File: config.mk
export PLATFORM = sky130hd
export DESIGN_NAME = uart_coord_receiver
export DESIGN_NICKNAME = d
export VERILOG_FILES = /design/src/rtl/uart_coord_receiver.sv
export SDC_FILE = /design/constraint.sdc
export NUM_CORES = 1
export LEC_CHECK = 0
export BUFFER_PORTS_ARGS = -buffer_cell sky130_fd_sc_hd__buf_2
export CAP_MARGIN = 40
export CORE_ASPECT_RATIO = 0.5
export CORE_UTILIZATION = 57
export CTS_CLUSTER_DIAMETER = 60
export DETAILED_ROUTE_END_ITERATION = 10
export GPL_ROUTABILITY_DRIVEN = 0
export GPL_TIMING_DRIVEN = 0
export PLACE_DENSITY = 0.85
export SYNTH_ARGS = -nofsm -noshare
export SYNTH_HDL_FRONTEND = slang
export SYNTH_SLANG_ARGS = --single-unit
File: constraint.sdc
create_clock -name clk -period 2.8 [get_ports clk]
set_input_delay 0.14 -clock clk [delete_from_list [all_inputs] [get_ports clk]]
set_output_delay 0.14 -clock clk [all_outputs]
set_load 0.02 [all_outputs]
File: src/rtl/uart_coord_receiver.sv
// Purpose: 8N1 UART receiver; unpacks each good byte {x[3:0], y[3:0]} into 8-bit x/y targets.
// Latency: data/coord valid pulse one clk after the stop-bit decision sample (+1 tick with UART_RX_MAJORITY_EN).
// Backpressure: none; outputs are single-cycle pulses with held data, and the consumer must take them as they occur.
module uart_coord_receiver #(
    parameter int CLK_HZ     = 10000000,
    parameter int BAUD       = 9600,
    parameter int OVERSAMPLE = 16
) (
    input  logic       clk,
    input  logic       reset,
    input  logic       rx,
    output logic [7:0] data,
    output logic       data_valid,
    output logic [7:0] x,
    output logic [7:0] y,
    output logic       coord_valid,
    output logic       framing_error,
    output logic       busy
);

    localparam int DIV_RAW = CLK_HZ / (BAUD * OVERSAMPLE);
    localparam int DIV     = (DIV_RAW < 1) ? 1 : DIV_RAW;
    localparam int TW      = (DIV > 1) ? $clog2(DIV) : 1;
    localparam int CW      = $clog2(OVERSAMPLE + 2);
`ifdef UART_RX_MAJORITY_EN
    // The vote needs the sample one tick past mid-bit, so every decision slips by one tick.
    localparam int VOTE_LAG = 1;
`else
    localparam int VOTE_LAG = 0;
`endif
    localparam logic [TW-1:0] TICK_LAST = TW'(DIV - 1);
    localparam logic [CW-1:0] START_TGT = CW'(OVERSAMPLE / 2 + VOTE_LAG);
    localparam logic [CW-1:0] BIT_TGT   = CW'(OVERSAMPLE);

    typedef enum logic [2:0] {
        IDLE,
        START,
        DATA,
        STOP,
        WAIT_IDLE
    } state_t;

    state_t        state;
    logic          rx_meta;
    logic          rx_sync;
    logic          rx_prev;
    logic [TW-1:0] tick_cnt;
    logic          tick;
    logic          start_edge;
    logic          bit_val;
    logic [CW-1:0] cnt;
    logic [CW-1:0] cnt_next;
    logic [2:0]    bit_idx;
    logic [7:0]    shift;

    // Two-flop synchronizer plus one more stage of history for falling-edge detection; idles high.
    always_ff @(posedge clk or negedge reset) begin
        if (!reset) begin
            rx_meta <= 1'b1;
            rx_sync <= 1'b1;
            rx_prev <= 1'b1;
        end else begin
            rx_meta <= rx;
            rx_sync <= rx_meta;
            rx_prev <= rx_sync;
        end
    end

    assign start_edge = (state == IDLE) && rx_prev && !rx_sync;
    assign tick       = (tick_cnt == TICK_LAST);
    assign cnt_next   = cnt + 1'b1;

    // Oversample tick divider, realigned to the start edge so sample points sit mid-bit.
    always_ff @(posedge clk or negedge reset) begin
        if (!reset) begin
            tick_cnt <= '0;
        end else if (start_edge || tick) begin
            tick_cnt <= '0;
        end else begin
            tick_cnt <= tick_cnt + 1'b1;
        end
    end

`ifdef UART_RX_MAJORITY_EN
    logic [1:0] hist;

    // Keep the two previous tick samples so the decision tick can vote 2-of-3.
    always_ff @(posedge clk or negedge reset) begin
        if (!reset) begin
            hist <= 2'b11;
        end else if (tick) begin
            hist <= {hist[0], rx_sync};
        end
    end

    assign bit_val = (hist[1] & hist[0]) | (hist[1] & rx_sync) | (hist[0] & rx_sync);
`else
    assign bit_val = rx_sync;
`endif

    // Frame FSM: start qualification, LSB-first data capture, stop check and line-break hold-off.
    always_ff @(posedge clk or negedge reset) begin
        if (!reset) begin
            state         <= IDLE;
            cnt           <= '0;
            bit_idx       <= '0;
            shift         <= '0;
            data          <= 8'h00;
            x             <= 8'h02;
            y             <= 8'h02;
            data_valid    <= 1'b0;
            coord_valid   <= 1'b0;
            framing_error <= 1'b0;
            busy          <= 1'b0;
        end else begin
            data_valid    <= 1'b0;
            coord_valid   <= 1'b0;
            framing_error <= 1'b0;
            case (state)
                IDLE: begin
                    if (start_edge) begin
                        state <= START;
                        cnt   <= '0;
                        busy  <= 1'b1;
                    end
                end
                START: begin
                    if (tick) begin
                        if (cnt_next == START_TGT) begin
                            cnt <= '0;
                            if (!bit_val) begin
                                state   <= DATA;
                                bit_idx <= '0;
                            end else begin
                                // Line was high again at mid-start: a glitch, not a frame.
                                state <= IDLE;
                                busy  <= 1'b0;
                            end
                        end else begin
                            cnt <= cnt_next;
                        end
                    end
                end
                DATA: begin
                    if (tick) begin
                        if (cnt_next == BIT_TGT) begin
                            cnt            <= '0;
                            shift[bit_idx] <= bit_val;
                            if (bit_idx == 3'd7) begin
                                state <= STOP;
                            end else begin
                                bit_idx <= bit_idx + 1'b1;
                            end
                        end else begin
                            cnt <= cnt_next;
                        end
                    end
                end
                STOP: begin
                    if (tick) begin
                        if (cnt_next == BIT_TGT) begin
                            cnt <= '0;
                            if (bit_val) begin
                                // Return to IDLE at stop mid-bit so a zero-gap next start edge is caught.
                                data        <= shift;
                                x           <= {4'h0, shift[7:4]};
                                y           <= {4'h0, shift[3:0]};
                                data_valid  <= 1'b1;
                                coord_valid <= 1'b1;
                                state       <= IDLE;
                                busy        <= 1'b0;
                            end else begin
                                framing_error <= 1'b1;
                                state         <= WAIT_IDLE;
                            end
                        end else begin
                            cnt <= cnt_next;
                        end
                    end
                end
                WAIT_IDLE: begin
                    // A held-low line (break) reports once, then waits for the line to recover.
                    if (rx_sync) begin
                        state <= IDLE;
                        busy  <= 1'b0;
                    end
                end
                default: begin
                    state <= IDLE;
                    busy  <= 1'b0;
                end
            endcase
        end
    end

endmodule
==> report_table.html <==
<table>
<tr><th>Metric</th><th>Value</th></tr>
<tr><th colspan="2">Detailed routing</th></tr>
<tr><td>Via density per instance</td><td>5.479</td></tr>
<tr><td>Detailed router's first-iteration violation count</td><td>68</td></tr>
<tr><td>Antenna viol nets, final</td><td>0</td></tr>
<tr><td>Overall routed net length</td><td>3910 um</td></tr>
<tr><td>Number of remaining DRC errors</td><td>0</td></tr>
<tr><td>Number of optimization iterations in the first detailed-route pass</td><td>4</td></tr>
<tr><td>Average routed wire per standard cell</td><td>12.90 um</td></tr>
<tr><td>Number of vias in the routed layout</td><td>1660</td></tr>
<tr><th colspan="2">Worst setup path</th></tr>
<tr><td>Endpoint class of the critical path</td><td>flop</td></tr>
<tr><td>Critical path data arrival time</td><td>2.72 ns</td></tr>
<tr><td>Kind of launch point of the worst setup path</td><td>flop</td></tr>
<tr><td>CP Data Required Time</td><td>2.98 ns</td></tr>
<tr><td>Largest fanout on the critical path</td><td>9</td></tr>
<tr><td>WS Path Type</td><td>reg -&gt; reg</td></tr>
<tr><th colspan="2">Timing</th></tr>
<tr><td>Transition time at the pin with the least slew margin</td><td>0.4987 ns</td></tr>
<tr><td>Setup slack of the critical path after layout</td><td>0.2631 ns</td></tr>
<tr><td>RSZ-0062 raised after global routing</td><td>false</td></tr>
<tr><td>Setup TNS Final</td><td>0 ns</td></tr>
<tr><td>Worst slew margin</td><td>0.6663</td></tr>
<tr><td>Worst Skew</td><td>0.002058 ns</td></tr>
<tr><td>Post-route fraction of the period consumed by the critical path</td><td>0.9060</td></tr>
<tr><td>Total count of hold-check failures in the final report</td><td>0</td></tr>
<tr><td>Minimum clock period after layout</td><td>2.537 ns</td></tr>
<tr><td>Achievable Freq</td><td>0.3942 GHz</td></tr>
<tr><td>Number of max-slew violations in the final report</td><td>0</td></tr>
<tr><td>Final setup fails</td><td>0</td></tr>
<tr><td>Final Hold Slack</td><td>0.2922 ns</td></tr>
<tr><th colspan="2">Placed design</th></tr>
<tr><td>Port bufs</td><td>22</td></tr>
<tr><td>Area of placed instances</td><td>2456 um2</td></tr>
<tr><td>Post-place setup slack</td><td>0.3059 ns</td></tr>
<tr><td>Post-detail-place hpwl</td><td>2801 um</td></tr>
<tr><th colspan="2">GRT</th></tr>
<tr><td>Initial antenna violation count</td><td>0</td></tr>
<tr><td>Via count of the first global-routing pass</td><td>1486</td></tr>
<tr><td>Largest net degree at the start of global routing</td><td>28</td></tr>
<tr><td>First-pass GRT wire length</td><td>6699 um</td></tr>
<tr><td>All-layer global routing usage</td><td>0.2134</td></tr>
<tr><td>GR Overflow Total</td><td>0</td></tr>
<tr><th colspan="2">Clock tree</th></tr>
<tr><td>Hold-fix buffers, CTS</td><td>2</td></tr>
<tr><td>Worst-skew pair later-pin latency</td><td>0.29 ns</td></tr>
<tr><td>CTS tree</td><td>done</td></tr>
<tr><td># H-tree levels</td><td>2</td></tr>
<tr><td>Setup Fix Bufs, Post-CTS</td><td>0</td></tr>
<tr><td>CTS Sinks</td><td>42</td></tr>
<tr><td>Maximum count of clock buffers along a single path</td><td>2</td></tr>
<tr><td>Root cell of the clock tree</td><td>clkbuf_8</td></tr>
<tr><td>CTS buffer count</td><td>5</td></tr>
<tr><td>Clock-pin slew of the registers on the worst-case setup and hold paths</td><td>0.08 ns</td></tr>
<tr><td>Total of cells resized after clock tree synthesis</td><td>0</td></tr>
<tr><th colspan="2">Power</th></tr>
<tr><td>Net switching share of the total power</td><td>0.3592</td></tr>
<tr><td>Combinational Power Share</td><td>0.331</td></tr>
<tr><td>Power per cell area</td><td>672.2 nW/um2</td></tr>
<tr><td>Static leakage</td><td>1.280 nW</td></tr>
<tr><td>Maximum resistive drop on vdd</td><td>0.0003447 V</td></tr>
<tr><td>Reported net switching power</td><td>0.0006188 W</td></tr>
<tr><td>Internal power of the cells</td><td>0.001104 W</td></tr>
<tr><td>Clock share of power</td><td>0.219</td></tr>
<tr><td>Sequential Power Share</td><td>0.450</td></tr>
<tr><th colspan="2">Floorplan</th></tr>
<tr><td>Die Y</td><td>46.29 um</td></tr>
<tr><td>Initial cell density of the core</td><td>0.6237</td></tr>
<tr><td>Die Area</td><td>4192 um2</td></tr>
<tr><td>Placement row count</td><td>15</td></tr>
<tr><td>Core box area</td><td>3585 um2</td></tr>
<tr><td>Die width</td><td>90.58 um</td></tr>
<tr><td>I/O pin count</td><td>31</td></tr>
<tr><th colspan="2">Synth</th></tr>
<tr><td>Share of synthesized area occupied by flip-flops and latches</td><td>0.4729</td></tr>
<tr><td>Combinational family with the most area after synthesis</td><td>simple AND/OR/NAND/NOR gates</td></tr>
<tr><td>Post-synthesis cell type with the largest combined area</td><td>dfrtp_1</td></tr>
<tr><td>Total of flip-flops plus latches after synthesis</td><td>42</td></tr>
<tr><td>Most used flip-flop cell after synthesis</td><td>dfrtp_1</td></tr>
<tr><td>Share of the synthesized area in compound gates (AO/OA/AOI/OAI)</td><td>0.09905</td></tr>
<tr><td>Cell types occupying the most area after synthesis</td><td>dfrtp_1, mux2_2, dfstp_2</td></tr>
<tr><td>Post-synth design cell area</td><td>2236 um2</td></tr>
<tr><td>Synthesized-area fraction occupied by and/or/nand/nor cells</td><td>0.1768</td></tr>
<tr><td>Netlist cell types</td><td>45</td></tr>
<tr><td>Post-synth EDFFs</td><td>0</td></tr>
<tr><td>Number of standard cells after synthesis</td><td>212</td></tr>
<tr><td>Share of the synthesized area in the top cell type</td><td>0.4141</td></tr>
<tr><td>Post-synthesis xor/xnor area fraction</td><td>0.03134</td></tr>
<tr><td>Portion of netlist area occupied by mux cells</td><td>0.1007</td></tr>
<tr><td>Mapped Avg Cell Area</td><td>10.55 um2</td></tr>
<tr><td>Warning count from the yosys run</td><td>0</td></tr>
<tr><td>Post-synthesis share of cell area spent on full adders, half adders and majority gates</td><td>0.03358</td></tr>
<tr><td>Async set-or-reset flop fraction in the synthesized netlist</td><td>1.000</td></tr>
<tr><th colspan="2">Hold path</th></tr>
<tr><td>Kind of path behind the tightest hold check</td><td>in -&gt; async</td></tr>
<tr><th colspan="2">Final layout</th></tr>
<tr><td>Design Area, Final</td><td>2562 um2</td></tr>
<tr><td>Antenna Cells</td><td>0</td></tr>
<tr><td>Number of fill cells in the layout</td><td>261</td></tr>
<tr><td>Layout cells sized above 1</td><td>0.3254</td></tr>
<tr><td>Signed area change from the synthesized netlist to the final layout</td><td>14.61%</td></tr>
<tr><td>Net count, final</td><td>260</td></tr>
<tr><th colspan="2">Status</th></tr>
<tr><td>Run status</td><td>complete, no violations</td></tr>
<tr><th colspan="2">Job</th></tr>
<tr><td># Max-Cap Violations</td><td>0</td></tr>
</table>
-- cell usage after synthesis (4+ instances only) --
library cell and number:
dfrtp_1 37, mux2_2 18, nor2_1 18, buf_4 16, nand2_1 13, inv_1 8
nor3_1 8, o21ai_0 7, a21oi_1 6, clkbuf_1 6, ha_1 6, nand3_1 6
dfstp_2 5, nand3b_1 5, and3_1 4, xnor2_1 4, xor2_1 4
-- path summary, 6_finish.rpt --
check	start	to	slack (ns)	depth (start not counted)
max	cnt[0]	shift[2]	0.26	8
min	reset	data[0]	0.29	2
max reg2reg	cnt[0]	shift[2]	0.26	8
min reg2reg	rx_meta	bit_val	0.36	0
max in group asynchronous	reset	rx_meta	1.97	3
min in group clk	rx_meta	bit_val	0.36	0
-- kinds of logic after synthesis --
group / after synthesis
and+or+nand+nor: 72
other: 1
muxes: 20
buffers and inverters: 33
adders and majority gates: 6
AOI/OAI and AO/OA: 30
xor gates and xnor gates: 8
DFF: 42
-- worst max-delay path: stages (launching register included) --
cell and delay, ns:
dfrtp_1 0.44, ha_1 0.22, clkbuf_1 0.19, nor4b_1 0.34
a31oi_1 0.16, nor3_2 0.27, nand3b_1 0.22, nor3b_1 0.25
mux2_2 0.35
-- metrics by stage --
step,std cells,utilization,total power (W)
global route,303,0.7148,0.001842
floorplan,219,-,0.001218
global placement,292,0.6796,0.001316
finish,303,0.7148,0.001722
CTS,303,0.7148,0.001731
detailed placement,293,0.6852,0.001349
-- per-layer routing --
metal | part of all wire | GRT usage
met2 | 0.46 | 0.3758
met5 | 0 | 0
met3 | 0.043 | 0.05776
met1 | 0.48 | 0.2565
met4 | 0.019 | 0.09677
-- sequential cells by signal (all words and copies together) (netlist names) --
signal / count
bit_idx: 3
bit_val: 1
busy: 1
cnt: 5
coord_valid: 1
data: 7
framing_error: 1
rx_meta: 1
rx_prev: 1
shift: 8
state: 3
tick_cnt: 7
x: 2
y: 1
-- cell type report --
type                    count  area [um2]  area share
plain buffers              25       157.7     0.06152
clock buffers               6       72.57     0.02832
clock inverters             2       13.76    0.005371
inverters                   8       30.03     0.01172
multi-input cells         144        1017      0.3970
flip-flops and latches     42        1057      0.4126
well taps                  51       63.81     0.02490
repair buffers             25       150.1     0.05859
-- power by group through the flow --
| stage | Clock, W | Sequential, W | Combinational (W) |
|---|---|---|---|
| 2_1_floorplan | 0 | 0.000775 | 0.000443 |
| 3_3_place_gp | 0 | 0.000782 | 0.000534 |
| 3_5_place_dp | 0 | 0.000787 | 0.000562 |
| 4_1_cts | 0.000387 | 0.000775 | 0.000569 |
| 5_1_grt | 0.000413 | 0.000790 | 0.000639 |
| 6_report | 0.000377 | 0.000774 | 0.000571 |
-- placed cells by master (no fill, tap or decap), drive strengths merged, types with 3 or more instances in the layout --
| master | count |
|---|---|
| nand3 | 7 |
| a21oi | 6 |
| or3 | 3 |
| mux2 | 20 |
| nor3b | 3 |
| inv | 8 |
| dfrtp | 37 |
| nor3 | 10 |
| nor2 | 18 |
| a22o | 3 |
| xor2 | 4 |
| buf | 42 |
| ha | 6 |
| conb | 8 |
| xnor2 | 4 |
| dfstp | 5 |
| clkbuf | 12 |
| o21ai | 7 |
| nand2 | 13 |
| nand3b | 5 |
| and3 | 4 |
Note: power is estimated with default switching activity, not from simulation.
